## src/rtl/serial_adder.sv

```systemverilog
// Bit-serial adder/subtractor: one full-adder cell with a registered carry,
// LSB first, start/busy/done handshake and signed-overflow detection.
module serial_adder #(
    parameter int WIDTH = 8
) (
    input  logic             clk,
    input  logic             rst_n,
    input  logic             start,
    input  logic [WIDTH-1:0] a,
    input  logic [WIDTH-1:0] b,
    input  logic             cin,
    input  logic             sub,
    output logic             busy,
    output logic             done,
    output logic [WIDTH-1:0] sum,
    output logic             cout,
    output logic             overflow
);
    localparam int CW = (WIDTH > 1) ? $clog2(WIDTH) : 1;
    localparam logic [CW-1:0] LAST = CW'(WIDTH - 1);

    typedef enum logic [1:0] {IDLE, RUN, DONE} state_t;

    state_t           state_q, state_d;
    logic [WIDTH-1:0] opa_q, opa_d, opb_q, opb_d, res_q, res_d, sum_q, sum_d;
    logic [CW-1:0]    cnt_q, cnt_d;
    logic             carry_q, carry_d, cout_q, cout_d, ovf_q, ovf_d;
    logic             s_bit, c_next, last;

    always_ff @(posedge clk or negedge rst_n) begin
        if (!rst_n) begin
            state_q <= IDLE;
            opa_q   <= '0;
            opb_q   <= '0;
            res_q   <= '0;
            sum_q   <= '0;
            cnt_q   <= '0;
            carry_q <= 1'b0;
            cout_q  <= 1'b0;
            ovf_q   <= 1'b0;
        end else begin
            state_q <= state_d;
            opa_q   <= opa_d;
            opb_q   <= opb_d;
            res_q   <= res_d;
            sum_q   <= sum_d;
            cnt_q   <= cnt_d;
            carry_q <= carry_d;
            cout_q  <= cout_d;
            ovf_q   <= ovf_d;
        end
    end

    always_comb begin
        state_d = state_q;
        case (state_q)
            IDLE:    if (start) state_d = RUN;
            RUN:     if (last) state_d = DONE;
            DONE:    state_d = IDLE;
            default: state_d = IDLE;
        endcase
    end

    always_comb begin
        s_bit   = opa_q[0] ^ opb_q[0] ^ carry_q;
        c_next  = (opa_q[0] & opb_q[0]) | (opa_q[0] & carry_q) | (opb_q[0] & carry_q);
        last    = (cnt_q == LAST);
        opa_d   = opa_q;
        opb_d   = opb_q;
        res_d   = res_q;
        sum_d   = sum_q;
        cnt_d   = cnt_q;
        carry_d = carry_q;
        cout_d  = cout_q;
        ovf_d   = ovf_q;
        if (state_q == IDLE && start) begin
            // Subtraction is a + ~b + 1; borrow-in folds into the inverted carry.
            opa_d   = a;
            opb_d   = sub ? ~b : b;
            carry_d = cin ^ sub;
            cnt_d   = '0;
            res_d   = '0;
        end else if (state_q == RUN) begin
            opa_d          = opa_q >> 1;
            opb_d          = opb_q >> 1;
            carry_d        = c_next;
            res_d          = res_q >> 1;
            res_d[WIDTH-1] = s_bit;
            cnt_d          = cnt_q + 1'b1;
            if (last) begin
                // carry_q here is the carry into the MSB cell.
                sum_d  = res_d;
                cout_d = c_next;
                ovf_d  = carry_q ^ c_next;
            end
        end
    end

    always_comb begin
        busy     = (state_q != IDLE);
        done     = (state_q == DONE);
        sum      = sum_q;
        cout     = cout_q;
        overflow = ovf_q;
    end
endmodule

```

## config.mk

```make
export PLATFORM = sky130hd
export DESIGN_NAME = serial_adder
export DESIGN_NICKNAME = d
export VERILOG_FILES = /design/src/rtl/serial_adder.sv
export SDC_FILE = /design/constraint.sdc
export NUM_CORES = 1
export LEC_CHECK = 0
export CAP_MARGIN = 30
export CORE_UTILIZATION = 45
export CTS_CLUSTER_DIAMETER = 150
export DETAILED_ROUTE_END_ITERATION = 8
export PLACE_DENSITY = 0.75
export SYNTH_ARGS = -nofsm -noshare
export SYNTH_HDL_FRONTEND = slang
export SYNTH_SLANG_ARGS = --single-unit
```

## constraint.sdc

```tcl
create_clock -name clk -period 1.9 [get_ports clk]
set_input_delay 0.38 -clock clk [delete_from_list [all_inputs] [get_ports clk]]
set_output_delay 0.38 -clock clk [all_outputs]
set_load 0.02 [all_outputs]
```

==> results of run 1 <==
[power by group]
part / total (W) / switching (W) / internal (W)
sequential: 0.00148 / 0.000249 / 0.00123
clock: 0.000550 / 0.000295 / 0.000255
combinational: 0.00154 / 0.000814 / 0.000729
[worst max-delay path by stage]
| stage | start | to | slack, ns | cells past startpoint |
|---|---|---|---|---|
| after floorplan | cnt_q[0] | cout | 0.37 | 5 |
| after global placement | start | opb_q[0] | 0.18 | 4 |
| after global routing | state_q[1] | busy | 0.11 | 2 |
| after detailed placement | start | opb_q[6] | 0.12 | 5 |
| final | state_q[1] | busy | 0.16 | 2 |
| after CTS | state_q[1] | busy | 0.15 | 2 |
[cells by family (layout without fill, tap and decap cells)]
logic type	after synthesis	in the layout	share of synthesized area, %
mux	9	9	5.77
buf+inv	14	49	4.56
fa+ha+maj	3	3	2.57
simple gates	81	81	19.5
compound gates	19	19	6.98
flops	39	39	55.6
xor+xnor	10	10	4.99
[stage by stage]
stage / util (%) / area [um2]
6_report: 60.3 / 2230
4_1_cts: 60.3 / 2230
3_5_place_dp: 58.0 / 2140
3_3_place_gp: 58.0 / 2140
2_1_floorplan: - / 1760
5_1_grt: 60.3 / 2230
[registers in the layout (all words and copies together), names as in the netlist]
register	flops
carry_q	1
cnt_q	3
cout	1
opa_q	8
opb_q	8
overflow	1
res_q	7
state_q	2
sum	8
[layout make-up]
type | count | share of cell area [%]
Sequential cell | 39 | 43.8
Multi-Input combinational cell | 122 | 31.4
Timing Repair Buffer | 40 | 17.9
Clock buffer | 5 | 3.09
Clock inverter | 3 | 0.899
Tap cell | 48 | 2.70
Inverter | 1 | 0.169
[synthesized netlist by cell type (2+ instances only)]
cell	n	share of area, %
buf_6	2	1.3
dfrtp_1	39	56
nand2_1	46	9.8
ha_1	2	1.4
a221o_1	2	1.1
o21ai_0	3	0.86
nor2b_1	2	0.71
xor2_1	6	3.0
buf_2	10	2.9
xnor2_1	4	2.0
nor2_1	15	3.2
nand3_1	13	3.7
a31oi_1	12	4.3
mux2_2	9	5.8
[routing by layer]
| layer | vias up | share of wire [%] | global-route usage [%] | wire length, um |
|---|---|---|---|---|
| li1 | 645 | - | - | - |
| met1 | 643 | 45 | 22.6 | 1490 |
| met2 | 39 | 49 | 31.1 | 1610 |
| met3 | 5 | 4.3 | 3.70 | 143 |
| met4 | 0 | 1.8 | 10.0 | 58 |
| met5 | - | 0 | 0 | 0 |
[timing repair]
action,CTS,global route
buffers inserted,0,0
resized for setup,2,0
hold buffers,0,0
setup endpoints to repair,2,0
[critical path, delay by kind of cell (launching register included)]
family                 cells  cell delay, ns
and+or+nand+nor            1            0.30
DFF                        1            0.44
buffers and inverters      1            0.32
==> reports/qor.yml, run 1 <==
detailed_routing:
  first_pass_iters: 4
  drc: 0
  postRouteAntennaNets: 0
  vias_per_cell: 5.16
  routed_wl_um: 3300
  drtIter0Drc: 62
  vias: 1332
  wl_per_cell_um: 12.8
grt:
  grt_pass1_wl_um: 5790
  grt_pass1_vias: 1311
  gr-total-overflow: 0
  grt_max_degree: 42
  antenna_found_initial: 0
  grt_usage_pct: 18.6
final_layout:
  mostFrequentLayoutCell: "nand2_1"
  nets: 233
  multi_input_area_um2: 699
  antenna_cells: 0
  instances_no_fill: 258
  layout_common_cells: "nand2_1, dfrtp_1, clkdlybuf4s50_1, nor2_1, nand3_1"
  area_growth_pct: 26.8
  drive_above_1_share_pct: 12.9
  area.sequential_um2: 976
  nFillCells: 320
logic_synthesis:
  synth_area_per_cell_um2: 10.0
  syn_area_um2: 1760
  ys_seq_elements: 39
  ys_warn_count: 0
  ys.flop_type: "dfrtp_1"
  synth_nets: 199
  synth-seq-area-share_pct: 55.6
  netlist-cell-type-count: 24
  synth_edf_count: 0
  synthArstFlopShare_pct: 100
  syn_inst: 175
power:
  irDropWorstVdd_mv: 0.647
  p_leak_nw: 1.02
  p_per_area_nw_per_um2: 1600
  power.total_w: 0.00357
critical_path:
  critPathMaxFanout: 7
  slowest_delay_ns: 0.44
  r2r-start: "cnt_q[0]"
  critical-path-slowest-cell: "dfrtp_1"
  reg2reg_slack_ns: 0.31
  crit_path_start_kind: "flop"
  end_kind: "output pin"
  critPathArrivalTime_ns: 1.36
  crit_chain: "or2_2, dlygate4sd2_1"
  path_class: "reg -> out"
  r2r-end: "sum[1]"
  reg2regPathDepth: 5
  crit_required_ns: 1.52
place:
  place_inst: 250
  port_buffers: 32
  globalplace.congestion: 0.768
  place_ws_ns: 0.118
  dp_hpwl_um: 2410
sta:
  max_freq_mhz: 576
  finalCriticalPeriod_ns: 1.74
  maxSlewHeadroom_pct: 70.6
  setup-violations-final: 0
  tns_ns: 0
  fin_ws_ns: 0.165
  rsz0062_at_grt: "false"
  whs_ns: 0.0119
  tightest_slew_ns: 0.440
  hold_violations: 0
  period_share_pct: 91.3
  finClkSkew_ns: 0.00748
  maxSlewViolCount: 0
outcome:
  status: "finished, final reports clean"
clocking:
  clkTransAtPathRegs_ns: 0.08
  cts_buffer_depth: 2
  cts_tree: "done"
  clock-sinks: 39
  cts_root_buf: "clkbuf_8"
  insertion_delay_ns: 0.30
  numCtsBuffers: 5
  cts_htree_levels: 2
hold_path:
  hold_path.class: "in -> async"
die:
  die_width_um: 64.5
  fp.coreArea_um2: 3690
  start_util_pct: 47.6
  die-area_um2: 4150
  fp.dieH_um: 64.5
  io_pins: 33
  rows: 22
job:
  maxCapViolations: 0
No activity file was read; power rests on OpenSTA's default activity.
==> run 2: changes to the inputs <==
CORE_UTILIZATION = 50   (was 45)
PLACE_DENSITY = 0.81   (was 0.75)
SKIP_CTS_REPAIR_TIMING = 1   (was not set)
==> run 2 against run 1 <==
Against the previous run: the flow now finishes with violations (negative hold slack); final area shrank 1.2%; global-route usage grew 0.43 points; clock power shrank 25%.
==> reports/qor.yml, run 2 (synthesis gave the netlist of run 1 again) <==
outcome:
  status: "finished with violations"  # was finished, final reports clean
  violations: "negative hold slack"
critical_path:
  end_kind: "output pin"  # unchanged
  crit_chain: "clkdlybuf4s50_1"  # was or2_2, dlygate4sd2_1
  critPathArrivalTime_ns: 1.31  # was 1.36 ns
  path_class: "reg -> out"  # unchanged
  worst_path_dominant_cell_family: "buffers and inverters"  # was flip-flops
  slowest_delay_ns: 0.62  # was 0.44 ns
  critPathMaxFanout: 2  # was 7
  path_buf_inv: 1  # unchanged
  critical-path-slowest-cell: "clkdlybuf4s50_1"  # was dfrtp_1
  crit_required_ns: 1.52  # about the same
  crit_path_start_kind: "flop"  # unchanged
detailed_routing:
  drtIter0Drc: 45  # was 62
  drc: 0  # unchanged
  vias: 1311  # was 1332
  routed_wl_um: 3080  # was 3300 um
  vias_per_cell: 5.14  # was 5.16
  postRouteAntennaNets: 0  # unchanged
  wl_per_cell_um: 12.1  # was 12.8 um
  first_pass_iters: 4  # unchanged
grt:
  antenna_found_initial: 0  # unchanged
  grt_usage_pct: 19.0  # was 18.6%
  gr-total-overflow: 0  # unchanged
  grt_max_degree: 42  # unchanged
  grt_pass1_wl_um: 5200  # was 5790 um
  grt_pass1_vias: 1242  # was 1311
die:
  fp.coreArea_um2: 3340  # was 3690 um2
  start_util_pct: 52.6  # was 47.6%
  rows: 21  # was 22
  fp.dieH_um: 61.3  # was 64.5 um
  die-area_um2: 3750  # was 4150 um2
  io_pins: 33  # unchanged
  die_width_um: 61.3  # was 64.5 um
sta:
  tightest_slew_ns: 0.440  # about the same
  whs_ns: -0.0228  # was 0.0119 ns
  maxSlewHeadroom_pct: 70.7  # was 70.6%
  maxSlewViolCount: 0  # unchanged
  finClkSkew_ns: 0.00960  # was 0.00748 ns
  max_freq_mhz: 590  # was 576 MHz
  rsz0062_at_grt: "false"  # unchanged
  hold_violations: 18  # was 0
  fin_ws_ns: 0.206  # was 0.165 ns
  period_share_pct: 89.1  # was 91.3%
  finalCriticalPeriod_ns: 1.69  # was 1.74 ns
  setup-violations-final: 0  # unchanged
clocking:
  insertion_delay_ns: 0.33  # was 0.30 ns
  numCtsBuffers: 5  # unchanged
  cts_htree_levels: 2  # unchanged
  cts_root_buf: "clkbuf_4"  # was clkbuf_8
  cts_tree: "done"  # unchanged
  clkTransAtPathRegs_ns: 0.11  # was 0.08 ns
  cts_buffer_depth: 2  # unchanged
  clock-sinks: 39  # unchanged
final_layout:
  mostFrequentLayoutCell: "nand2_1"  # unchanged
  layout_common_cells: "nand2_1, dfrtp_1, clkdlybuf4s50_1, nor2_1, nand3_1"  # unchanged
  antenna_cells: 0  # unchanged
  drive_above_1_share_pct: 12.4  # was 12.9%
  nets: 233  # unchanged
  area_growth_pct: 25.2  # was 26.8%
  nFillCells: 275  # was 320
  fin_area_um2: 2200  # was 2230 um2
power:
  irDropWorstVdd_mv: 0.684  # was 0.647 mV
  p_per_area_nw_per_um2: 1560  # was 1600 nW/um2
  p_leak_nw: 1.04  # was 1.02 nW
place:
  post_dp_cell_area_um2: 2140  # about the same
  globalplace.congestion: 0.784  # was 0.768
  place_ws_ns: 0.153  # was 0.118 ns
  port_buffers: 32  # unchanged
  dp_hpwl_um: 2260  # was 2410 um
hold_path:
  hold_path.class: "in -> async"  # unchanged
job:
  maxCapViolations: 0  # unchanged
## run 2: changes by cell type in the layout (fill, tap and decap cells not counted), sizes merged
cell and delta:
dlymetal6s2s +2, clkbuf +1, clkinvlp -2, dlygate4sd2 -2
## run 2: final timing paths
kind	to	cells past startpoint	start	slack [ns]
worst max-delay path	sum[0]	1	sum[0]	0.21
worst min-delay path	carry_q	1	rst_n	-0.02
worst max register to register	sum[4]	5	cnt_q[0]	0.37
worst min register to register	cnt_q[0]	1	cnt_q[0]	0.50
max in group asynchronous	cnt_q[2]	2	rst_n	1.46
min in group clk	cnt_q[0]	1	cnt_q[0]	0.50
## run 2: report_power, final
group | leakage [nW] | switching, W | internal, W
combinational | 0.521 | 0.000802 | 0.000734
clock | 0.0341 | 0.000244 | 0.000172
sequential | 0.481 | 0.000249 | 0.00123
total | 1.04 | 0.00129 | 0.00213
## run 2: area by class of cell
class	instances	area, um2	share of cell area [%]
multi-input combinational	122	699	31.8
tap	46	57.6	2.62
clock buffer	6	51.3	2.33
timing repair buffer	40	405	18.4
inverter	1	3.75	0.171
clock inverter	1	5.00	0.228
sequential	39	976	44.4
## run 2: stage by stage
step / total power [W] / instances / hold WS [ns] / utilization (%) / TNS [ns]
3_5_place_dp: 0.00305 / 248 / 0.350 / 64.0 / 0
4_1_cts: 0.00347 / 255 / -0.0159 / 65.7 / -0.131
3_3_place_gp: 0.00296 / 248 / 0.345 / 64.0 / 0
2_1_floorplan: 0.00250 / 175 / 0.0844 / - / 0
5_1_grt: 0.00372 / 255 / 0.000405 / 65.9 / 0
6_report: 0.00343 / 255 / -0.0228 / 65.9 / 0
## run 2: layer usage
layer / vias up / routed length (um) / global-route usage, %
li1: 643 / - / -
met3: 5 / 128 / 3.78
met5: - / 0 / 0
met1: 629 / 1360 / 23.7
met2: 34 / 1550 / 32.5
met4: 0 / 31 / 7.79
==> run 3: changes to the inputs <==
CAP_MARGIN = 0   (was 30)
==> results of run 3 <==
Final layout, timing and power as in run 2 (identical DEF).
